`config.mk`:
```
export PLATFORM = sky130hd
export DESIGN_NAME = timer_dev_flat
export DESIGN_NICKNAME = d
export VERILOG_FILES = /design/src/rtl/timer_dev_if.sv /design/src/rtl/timer_dev.sv /design/src/flat_wrapper.sv
export SDC_FILE = /design/constraint.sdc
export NUM_CORES = 1
export LEC_CHECK = 0
export ABC_AREA = 1
export CAP_MARGIN = 20
export CELL_PAD_IN_SITES_DETAIL_PLACEMENT = 0
export CELL_PAD_IN_SITES_GLOBAL_PLACEMENT = 1
export CORE_MARGIN = 4
export CORE_UTILIZATION = 33
export CTS_CLUSTER_SIZE = 30
export DETAILED_ROUTE_END_ITERATION = 6
export GPL_ROUTABILITY_DRIVEN = 0
export PLACE_DENSITY_LB_ADDON = 0.05
export SLEW_MARGIN = 20
export SYNTH_ARGS = -nofsm -noshare
export SYNTH_HDL_FRONTEND = slang
export SYNTH_SLANG_ARGS = --single-unit
export TNS_END_PERCENT = 20
```
`constraint.sdc`:
```
create_clock -name clk -period 2 [get_ports clk]
set_input_delay 0.3 -clock clk [delete_from_list [all_inputs] [get_ports clk]]
set_output_delay 0.3 -clock clk [all_outputs]
set_load 0.01 [all_outputs]
```
`src/rtl/timer_dev_if.sv`:
```
// timer_dev_if: bus-side connection between the CPU data-bus bridge and one
// countdown timer window.
//
//   addr   byte address from the bridge; the timer decodes only addr[3:2]
//   we     full-word write strobe for this timer window
//   wdata  write data
//   rdata  combinational read data returned to the bridge
//   irq    registered level interrupt request toward CP0
//
// The master modport is the bridge side. The slave modport is the timer side.
interface timer_dev_if #(
    parameter int DW = 32
);
    logic [31:0]   addr;
    logic          we;
    logic [DW-1:0] wdata;
    logic [DW-1:0] rdata;
    logic          irq;

    modport master (
        output addr,
        output we,
        output wdata,
        input  rdata,
        input  irq
    );

    modport slave (
        input  addr,
        input  we,
        input  wdata,
        output rdata,
        output irq
    );
endinterface

```
`src/rtl/timer_dev.sv`:
```
// timer_dev: memory-mapped countdown timer with one-shot and auto-reload
// modes and a maskable, registered interrupt.
//
//   clk    system clock; all state changes on its rising edge
//   reset  asynchronous, active-high reset
//   bus    timer_dev_if slave port (addr, we, wdata, rdata, irq)
//
// Register map, selected by addr[3:2]:
//   0 CTRL   [0] EN, [2:1] MODE (01 auto-reload, anything else one-shot),
//            [3] IM interrupt enable, upper bits read as zero
//   1 PRESET reload value used each time the counter is loaded
//   2 COUNT  current count, read-only
//   3 unmapped, reads zero
module timer_dev #(
    parameter int DW = 32
) (
    input logic       clk,
    input logic       reset,
    timer_dev_if.slave bus
);

    typedef enum logic [1:0] {
        ST_IDLE,
        ST_LOAD,
        ST_CNT,
        ST_INT
    } state_t;

    localparam logic [DW-1:0] ONE = {{(DW-1){1'b0}}, 1'b1};

    state_t        state;
    state_t        state_next;
    logic          ctrl_en;
    logic          ctrl_en_next;
    logic [1:0]    ctrl_mode;
    logic [1:0]    ctrl_mode_next;
    logic          ctrl_im;
    logic          ctrl_im_next;
    logic [DW-1:0] preset;
    logic [DW-1:0] preset_next;
    logic [DW-1:0] count;
    logic [DW-1:0] count_next;
    logic          flag;
    logic          flag_next;
    logic          irq_q;

    // Only addr[3:2] selects a register. The bridge has already decoded
    // the rest of the address for this window.
    logic unused_addr;
    assign unused_addr = ^{bus.addr[31:4], bus.addr[1:0]};

    // Next-state logic. The FSM step is worked out first. Then a bus write
    // is applied on top of it. Because of that order, software writes to
    // CTRL win over the FSM clearing EN in the same cycle. Writes to CTRL
    // or PRESET also clear the flag. The FSM decisions always use the
    // register values from before the edge. So a PRESET written while
    // counting only takes effect at the next LOAD.
    always_comb begin
        state_next     = state;
        ctrl_en_next   = ctrl_en;
        ctrl_mode_next = ctrl_mode;
        ctrl_im_next   = ctrl_im;
        preset_next    = preset;
        count_next     = count;
        flag_next      = flag;

        case (state)
            ST_IDLE: begin
                if (ctrl_en) begin
                    state_next = ST_LOAD;
                end
            end
            ST_LOAD: begin
                if (ctrl_en) begin
                    count_next = preset;
                    state_next = ST_CNT;
                end else begin
                    state_next = ST_IDLE;
                end
            end
            ST_CNT: begin
                if (!ctrl_en) begin
                    state_next = ST_IDLE;
                end else if (count > ONE) begin
                    count_next = count - ONE;
                end else begin
                    count_next = '0;
                    flag_next  = 1'b1;
                    state_next = ST_INT;
                end
            end
            ST_INT: begin
                if (ctrl_mode == 2'b01) begin
                    flag_next = 1'b0;
                end else begin
                    ctrl_en_next = 1'b0;
                end
                state_next = ST_IDLE;
            end
            default: begin
                state_next = ST_IDLE;
            end
        endcase

        if (bus.we) begin
            case (bus.addr[3:2])
                2'd0: begin
                    ctrl_en_next   = bus.wdata[0];
                    ctrl_mode_next = bus.wdata[2:1];
                    ctrl_im_next   = bus.wdata[3];
                    flag_next      = 1'b0;
                end
                2'd1: begin
                    preset_next = bus.wdata;
                    flag_next   = 1'b0;
                end
                default: begin
                end
            endcase
        end
    end

    // State and register update. An asynchronous reset aborts any run
    // immediately and returns every register to zero.
    always_ff @(posedge clk or posedge reset) begin
        if (reset) begin
            state     <= ST_IDLE;
            ctrl_en   <= 1'b0;
            ctrl_mode <= 2'b00;
            ctrl_im   <= 1'b0;
            preset    <= '0;
            count     <= '0;
            flag      <= 1'b0;
        end else begin
            state     <= state_next;
            ctrl_en   <= ctrl_en_next;
            ctrl_mode <= ctrl_mode_next;
            ctrl_im   <= ctrl_im_next;
            preset    <= preset_next;
            count     <= count_next;
            flag      <= flag_next;
        end
    end

    // The interrupt is registered from the current flag and mask. A change
    // to either one shows up on irq one cycle later.
    always_ff @(posedge clk or posedge reset) begin
        if (reset) begin
            irq_q <= 1'b0;
        end else begin
            irq_q <= ctrl_im & flag;
        end
    end

    assign bus.irq = irq_q;

    // Read data comes straight from the registers. A read in the same
    // cycle as a write therefore returns the old value.
    always_comb begin
        bus.rdata = '0;
        case (bus.addr[3:2])
            2'd0:    bus.rdata = {{(DW-4){1'b0}}, ctrl_im, ctrl_mode, ctrl_en};
            2'd1:    bus.rdata = preset;
            2'd2:    bus.rdata = count;
            default: bus.rdata = '0;
        endcase
    end

endmodule

```
`src/flat_wrapper.sv`:
```
// flat-port wrapper written by rule: the top's interface ports become plain ports
module timer_dev_flat 
#(
    parameter int DW = 32
)
  (clk, reset, bus_addr, bus_we, bus_wdata, bus_rdata, bus_irq);
  timer_dev_if #(.DW(DW)) bus_i ();
  input logic clk;
  input logic reset;
  input wire logic [$bits(bus_i.addr)-1:0] bus_addr;
  input wire logic [$bits(bus_i.we)-1:0] bus_we;
  input wire logic [$bits(bus_i.wdata)-1:0] bus_wdata;
  output wire logic [$bits(bus_i.rdata)-1:0] bus_rdata;
  output wire logic [$bits(bus_i.irq)-1:0] bus_irq;
  assign bus_i.addr = bus_addr;
  assign bus_i.we = bus_we;
  assign bus_i.wdata = bus_wdata;
  assign bus_rdata = bus_i.rdata;
  assign bus_irq = bus_i.irq;
  timer_dev #(.DW(DW)) u_core (.clk(clk), .reset(reset), .bus(bus_i));
endmodule
```
Word level (Yosys, flattened, before mapping)
Index checks and enable logic that the tools add are counted.

word-level totals
  logic and storage cells = 49
  input port bits = 67
  register bits after elaboration = 72

cells by class
  equal/unequal tests = 10
  order comparisons = 1
  multiplexer cells = 20
  reduce and logical (&&, ||, !) cells = 8
  bitwise operators = 1
  add/subtract/negate cells = 1

operator list
  cell                                                                              count
  32-bit two-way mux                                                                3
  32-bit case mux with 3 select lines                                               1
  32-bit case mux with 2 select lines                                               1
  32-bit by 1-bit greater-than comparator with 1-bit output, second input constant  1
  32-bit by 1-bit subtractor with 32-bit output, second input constant              1
  1-bit two-way mux                                                                 9
  2-bit two-way mux                                                                 4
  2-bit case mux with 4 select lines                                                1
  2-bit by 1-bit equality test with 1-bit output, second input constant             3
  2-bit equality test, second input constant                                        3
  2-bit by 1-bit != test with 1-bit output, second input constant                   3
  2-bit AND reduction                                                               3
  2-bit logical NOT                                                                 2
  3-bit != test, second input constant                                              1
  3-bit AND reduction                                                               1
  1-bit case mux with 2 select lines                                                1
  2-bit nonzero test                                                                1
  2-bit OR reduction                                                                1
  1-bit AND                                                                         1

Depth between registers and ports, before layout
  word-level depth = 6
  gate-level depth with buffers = 11

Worst setup path after synthesis
OpenSTA, ideal clock, no wires.

  kind = reg2reg
  start point = register u_core.count[0]
  end point = register u_core.count[10]
  slack = 342 ps
  period minus slack after synthesis = 1,658 ps
  buffers on the path = 1
  arrival time = 1,536 ps
  stages on the path, launching flop included = 11
  data required time = 1,878 ps
  path through = dfrtp_1 inv_1 ha_1 nand2_2 nor2_2 nand2_4 nand2_4 a21oi_4 buf_6 o21ai_2 a21oi_2

between the ends
  cells in the longest elaborated chain, start to end = 4
  elaborated cells between the ends (all ways) = 5
  classes of those cells = add/sub: 1; order compare: 1; mux: 3

RTL lines
  item                                                                                                                        line                              RTL
  start, declared                                                                                                             timer_dev.sv:41                   logic [DW-1:0] count;
  start signal, assigned                                                                                                      timer_dev.sv:140                  count <= count_next;
  32-bit by 1-bit subtractor with 32-bit output or 32-bit by 1-bit greater-than comparator with 1-bit output (tied branches)  timer_dev.sv:85, timer_dev.sv:84
  32-bit two-way mux *                                                                                                        timer_dev.sv:84                   end else if (count > ONE) begin
  32-bit two-way mux *                                                                                                        timer_dev.sv:82                   if (!ctrl_en) begin
  32-bit case mux with 2 select lines *                                                                                       timer_dev.sv:67                   case (state)

Every way passes the cells marked *; elsewhere a longest branch is shown, timed or not. The select of a mux whose other input is x is not followed.
A chain may end at the register's enable or synchronous reset.

Worst setup path after layout
  start point = input port bus_addr[2]
  end point = output port bus_rdata[14]

between the ends
  cells in the longest elaborated chain, start to end = 2
  elaborated cells between the ends (all ways) = 4
  classes of those cells = eq/ne: 2; mux: 1; reduce/logical: 1

RTL lines
  item                                               line                RTL
  start, declared                                    flat_wrapper.sv:10  input wire logic [$bits(bus_i.addr)-1:0] bus_addr;
  2-bit equality test, or another cell as far along  timer_dev.sv:161    case (bus.addr[3:2])
  32-bit case mux with 3 select lines *              timer_dev.sv:161
  end, declared                                      flat_wrapper.sv:13  output wire logic [$bits(bus_i.rdata)-1:0] bus_rdata;

Every way passes the cells marked *; elsewhere a longest branch is shown, timed or not.

==> run metrics <==
buffers added on ports 69; ant diodes 0; Synth Flop Type dfrtp_1; RSZ-0062 raised after global routing yes; critical path class in -> out; Area growth, synth to finish 36.1%; placed cells 887; Cell Area, Synth 4440 sq um; Initial Utilization 33.7%; # IOs 100; ANT nets after route 0; Worst EP required 1.70 ns; Buf+Inv Stages, Crit Path 5; YS warnings 0; Final Max Tran Viols 0; critical path's slowest cell clkdlybuf4s50_1; first-pass GRT wire length 23.0 mm; achievable clock frequency 509 MHz; routed len/inst 15.5 um; part of the cycle the worst path needs 98.2%; initial antenna violation count 0; core area 13200 sq um; maximum vdd drop 568 uV; minimum clock period after layout 1.96 ns; Worst setup SP type primary input; CP Capture Type output port; cell count after synthesis 608; final net count 803; GRT overflow 0; DR iter-0 viols 275; clk buf depth 2; Hold Vio Cnt, Final 0; # clock sinks 72; Overall Power 0.00790 W; worst-path fanout max 8; Worst EP arrival 1.66 ns; Max-cap violations 0; post-DR vias/cell 4.81; vias in the first global route 4460; syn_nets 682; Pwr per Cell Area 1310 nW/um^2; final core occ 45.8%; setup clock skew after layout 0.00721 ns; Final Non-Filler Cells 910; leakage 2.75 nW; router iterations before antenna repair 5; relative slew slack 69.7%; setup ws final 0.0353 ns; clock slew at reported path FFs 0.05 ns; Avg Cell Area, Syn 7.30 sq um; FF+latch count, synth 72; Root Driver clkbuf_16; largest net degree at the start of global routing 73; vias 4374; htree depth 3; hold crit path type in -> async; num rows 42; Post-synth EDFFs 0; TritonCTS clock tree built; chip width 124 um; clk_lat worst skew 0.35 ns; dpl ws -0.302 ns; status finished clean; CTS Buf Count 9; Post-DP HPWL 10.1 mm; crit-path cells clkdlybuf4s50_1, inv_1, nor2_2, buf_6, buf_4, nand2_1, o21ai_0, clkdlybuf4s15_1; GRT Total Usage 19.5%; die area 15400 sq um; layout cell share with drive strength beyond 1 21.8%; max incr delay on CP 0.48 ns; # setup viols final 0; ys async rst share 100%; worst hold slack 0.383 ns; post-synthesis sequential area ratio 40.6%; Worst Max-Slew Pin Slew 0.454 ns; cell family with most CP delay buffers and inverters; Die Y 124 um; Detailed Route WL 14.1 mm; Synth cell types 31; Residual DRC 0
-- registers in the layout (all words and copies together) (netlist names) --
| name | count |
|---|---|
| u_core.count | 32 |
| u_core.preset | 32 |
| u_core.ctrl_mode | 2 |
| u_core.state | 2 |
| u_core.bus.irq | 1 |
| u_core.ctrl_en | 1 |
| u_core.ctrl_im | 1 |
| u_core.flag | 1 |
-- final timing paths --
| path | startpoint | end | slack [ns] | depth (start not counted) |
|---|---|---|---|---|
| max | bus_addr[2] | bus_rdata[14] | 0.04 | 8 |
| min | reset | u_core.bus.irq | 0.38 | 3 |
| max reg2reg | u_core.state[0] | u_core.count[1] | 0.20 | 9 |
| min reg2reg | u_core.ctrl_im | u_core.bus.irq | 0.50 | 2 |
| max in group asynchronous | reset | u_core.count[25] | 1.22 | 3 |
| min in group clk | u_core.ctrl_im | u_core.bus.irq | 0.50 | 2 |
-- worst register-to-register path: stages (launching register included) --
cell     delay [ns]
dfrtp_1        0.39
inv_1          0.10
ha_1           0.22
buf_4          0.16
nor2_1         0.16
o21ai_2        0.09
inv_1          0.07
buf_4          0.19
o21ai_0        0.11
o21a_1         0.19
-- area by class of cell --
class                   instances  area [sq um]
inverters                      74           282
well taps                     176           220
clock inverters                 5           103
repair buffers                132          1100
clock buffers                  11           253
fillers                      1366          7150
flip-flops and latches         72          1800
multi-input cells             440          2280
-- cell families after synthesis --
logic type / count (synthesis) / share of synthesized area [%]
compound gates: 145 / 18.8
mux: 10 / 2.54
buf+inv: 97 / 8.79
flops: 72 / 40.6
xor+xnor: 4 / 0.789
fa+ha+maj: 7 / 1.97
simple gates: 273 / 26.5
-- per-layer routing --
| metal | vias up | part of all wire [%] | track usage [%] | wire [um] |
|---|---|---|---|---|
| met4 | 0 | 1.3 | 5.75 | 179 |
| met3 | 12 | 3.8 | 3.68 | 539 |
| met5 | - | 0 | 0 | 0 |
| li1 | 2232 | - | - | - |
| met2 | 79 | 47 | 31.9 | 6620 |
| met1 | 2051 | 48 | 26.2 | 6770 |
-- placed cells by master (no fill, tap or decap), types with 3 or more instances in the layout --
cell type and n:
clkbuf_16 9, ha_1 7, o211ai_1 3, dfrtp_1 72, buf_12 5, a21oi_2 10, nor2_4 3, nand2_2 6
buf_4 56, nor2_1 106, o22ai_1 18, nor2_2 6, nor3_1 5, nand2_1 98, o21ai_0 29, nand3_2 5
inv_1 72, a21oi_1 74, nand3_1 33, nand4_1 7, mux2_2 10, clkdlybuf4s50_1 37, clkbuf_2 28, bufinv_16 3
xor2_1 4, o21ai_2 6
-- cells in the mapped netlist (4+ instances only) --
master	number	share of area (%)
o22ai_1	18	2.5
xor2_1	4	0.79
nand3_1	33	3.7
nand2_1	99	8.4
a21oi_2	10	2.0
clkbuf_1	17	1.4
nor2_2	7	0.99
inv_1	73	6.2
nand3_2	5	1.1
nor2_1	107	9.0
ha_1	7	2.0
dfrtp_1	72	41
o21ai_2	6	1.2
nor3_1	6	0.68
nand4_1	7	0.99
o21ai_0	29	3.3
a21oi_1	74	8.3
mux2_2	10	2.5
nand2_2	5	0.70
-- what timing repair did --
| action | 4_1_cts | 5_1_grt |
|---|---|---|
| hold buffers | 0 | 0 |
| pin swaps | 1 | 2 |
| gates resized for setup | 36 | 63 |
| buffers inserted | 0 | 6 |
| setup endpoints to repair | 63 | 67 |
| gates cloned | 1 | 0 |
-- per-stage QoR --
stage               TNS [ns]  cell area (sq um)
global placement      -12.89               5720
floorplan                  0               4440
CTS                   -0.396               6070
global route          -0.139               6040
detailed placement    -14.41               5720
finish                     0               6040
-- power breakdown --
group          total [W]  internal (W)  switching, W  leakage (nW)
Clock            0.00195       0.00128      0.000669         0.172
Combinational    0.00369       0.00149       0.00219          1.77
Sequential       0.00226       0.00193      0.000329         0.811
Note: power is estimated with default switching activity, not from simulation.
==> RTL change (config.mk and constraints unchanged) <==
Make the reset (`reset`) synchronous in 2 clocked blocks. Comments in the files are not updated.
--- a/src/rtl/timer_dev.sv
+++ b/src/rtl/timer_dev.sv
@@ -124,3 +124,3 @@
     // immediately and returns every register to zero.
-    always_ff @(posedge clk or posedge reset) begin
+    always_ff @(posedge clk) begin
         if (reset) begin
@@ -146,3 +146,3 @@
     // to either one shows up on irq one cycle later.
-    always_ff @(posedge clk or posedge reset) begin
+    always_ff @(posedge clk) begin
         if (reset) begin
Function: differs if reset is asserted again (counterexample within 4 cycles, from zero or initial values and one cycle with reset high); with reset held inactive, the same outputs for 4 cycles.
==> RTL change against the original RTL <==
Critical path depth fell by 1; setup slack improved by 0.051 ns; power fell by 30%; cell area fell by 7.7%; first-iteration DRC count fell by 12%; combinational power fell by 42%; sequential cell count did not move; register-to-register slack improved by 0.03 ns; via count rose by 2.2%; area after synthesis fell by 2.8%; wire length fell by 1.6%; largest power group unchanged; highest routed layer unchanged.
==> RTL change: results (changes against the original RTL) <==
Power
  – Clock group: 1680 uW (-14%)
  – Worst VDD drop: 549 uV (-3.3%)
  – Sw Share: 39.7% (-0.73 points)
  – Flop+latch power: 1740 uW (-23%)
  – Leak: 0.00225 uW (-18%)

Route
  – Met1 WL: 6320 um (-6.5%)
  – DR iter-0 viols: 241 (-12%)
  – Met2 wire len: 6750 um (+1.9%)
  – Met3 routed WL: 522 um (-3.2%)
  – DR vias/cell: 4.99 (+3.8%)
  – First drt pass iteration count: 7 (+2)

GRT
  – Met1 Resource Use GR: 25.2% (-1.0 points)
  – First-pass GRT wire length: 23000 um (about the same)
  – Vias in the first global route: 4492 (+0.72%)
  – M2 GR Usage: 33.0% (+1.1 points)
  – Global Route met3 Usage: 4.38% (+0.70 points)
  – Largest net degree at the start of global routing: 62 (-15%)

Timing
  – Worst rel slew slack: 79.3% (+9.6 points)
  – Clock skew: 0.00579 ns (-0.00143 ns)

Synth
  – List of most frequent post-synthesis cells: 100 x a21oi_1, 96 x nand2_1, 85 x inv_1
  – Top FF cell, synth: dfxtp_1
  – Cells after synthesis: 650 (+6.9%)
  – Register area share after synthesis: 33.4% (-7.2 points)
  – Syn_nets: 724 (+6.2%)
  – Synth area leaders: dfxtp_1 33%, a21oi_1 12%, o21ai_0 8.6%, nand2_1 8.3%, inv_1 7.4%

Placed design
  – HPWL after DPL: 10500 um (+3.9%)
  – Cell count after placement: 881 (-0.68%)

Finish
  – Share of cells above drive strength 1: 12.3% (-9.5 points)
  – Fin cells: 896 (-1.5%)
  – Fillers: 1416 (+3.7%)
  – Net count, final: 794 (-1.1%)

Critical path
  – Worst Setup EP: bus_rdata[20]
  – R2R Path Start: u_core.count[0]
  – Critical path fanouts, max: 12 (+4)
  – Worst Path Arrival: 1.61 ns (-0.05 ns)
  – R2R setup slack: 0.23 ns (+0.03 ns)
  – R2R Path End: u_core.count[22]

Hold path
  – Hold/Removal Path Class: register to register

Outcome
  – Status: finished clean

Clock tree
  – CTS resizes: 33 (-8.3%)
-- RTL change: worst max-delay path, cell delays in order --
cell and delay [ns]:
clkdlybuf4s50_1 0.47, inv_1 0.07, nor2_2 0.12, inv_2 0.09, buf_12 0.15, o22ai_1 0.11, dlygate4sd2_1 0.29
-- RTL change: cells by family (layout without fill, tap and decap cells) --
kind of cell    Yosys count  after routing  synth area share, %
buf+inv                 116            190                 10.6
xor+xnor                  5              5                 1.01
fa+ha+maj                 7              7                 2.03
compound gates          219            219                 27.2
flops                    72             72                 33.4
simple gates            231            231                 25.7
-- RTL change: worst min-delay path by stage --
stage	slack, ns	depth (start not counted)	startpoint	to
5_1_grt	0.47	3	bus_addr[3]	u_core.flag
3_3_place_gp	0.46	2	u_core.preset[24]	u_core.preset[24]
3_5_place_dp	0.44	2	u_core.flag	u_core.bus.irq
6_report	0.46	2	u_core.flag	u_core.bus.irq
2_1_floorplan	0.37	1	reset	u_core.preset[0]
4_1_cts	0.46	2	u_core.flag	u_core.bus.irq
-- RTL change: area by class of cell --
cell class | count | area share (%)
Inverter | 86 | 5.79
Clock inverter | 2 | 0.673
Clock buffer | 13 | 4.85
Tap cell | 172 | 3.86
Timing Repair Buffer | 89 | 15.5
Sequential cell | 72 | 25.9
Multi-Input combinational cell | 462 | 43.5
-- RTL change: metrics by stage --
| step | setup WS [ns] | hold WS, ns | area, um2 |
|---|---|---|---|
| after floorplan | 0.476 | 0.369 | 4320 |
| after detailed placement | -0.321 | 0.442 | 5320 |
| after CTS | 0.0134 | 0.459 | 5590 |
| after global placement | -0.254 | 0.458 | 5320 |
| final | 0.0867 | 0.457 | 5580 |
| after global routing | 0.00291 | 0.471 | 5580 |
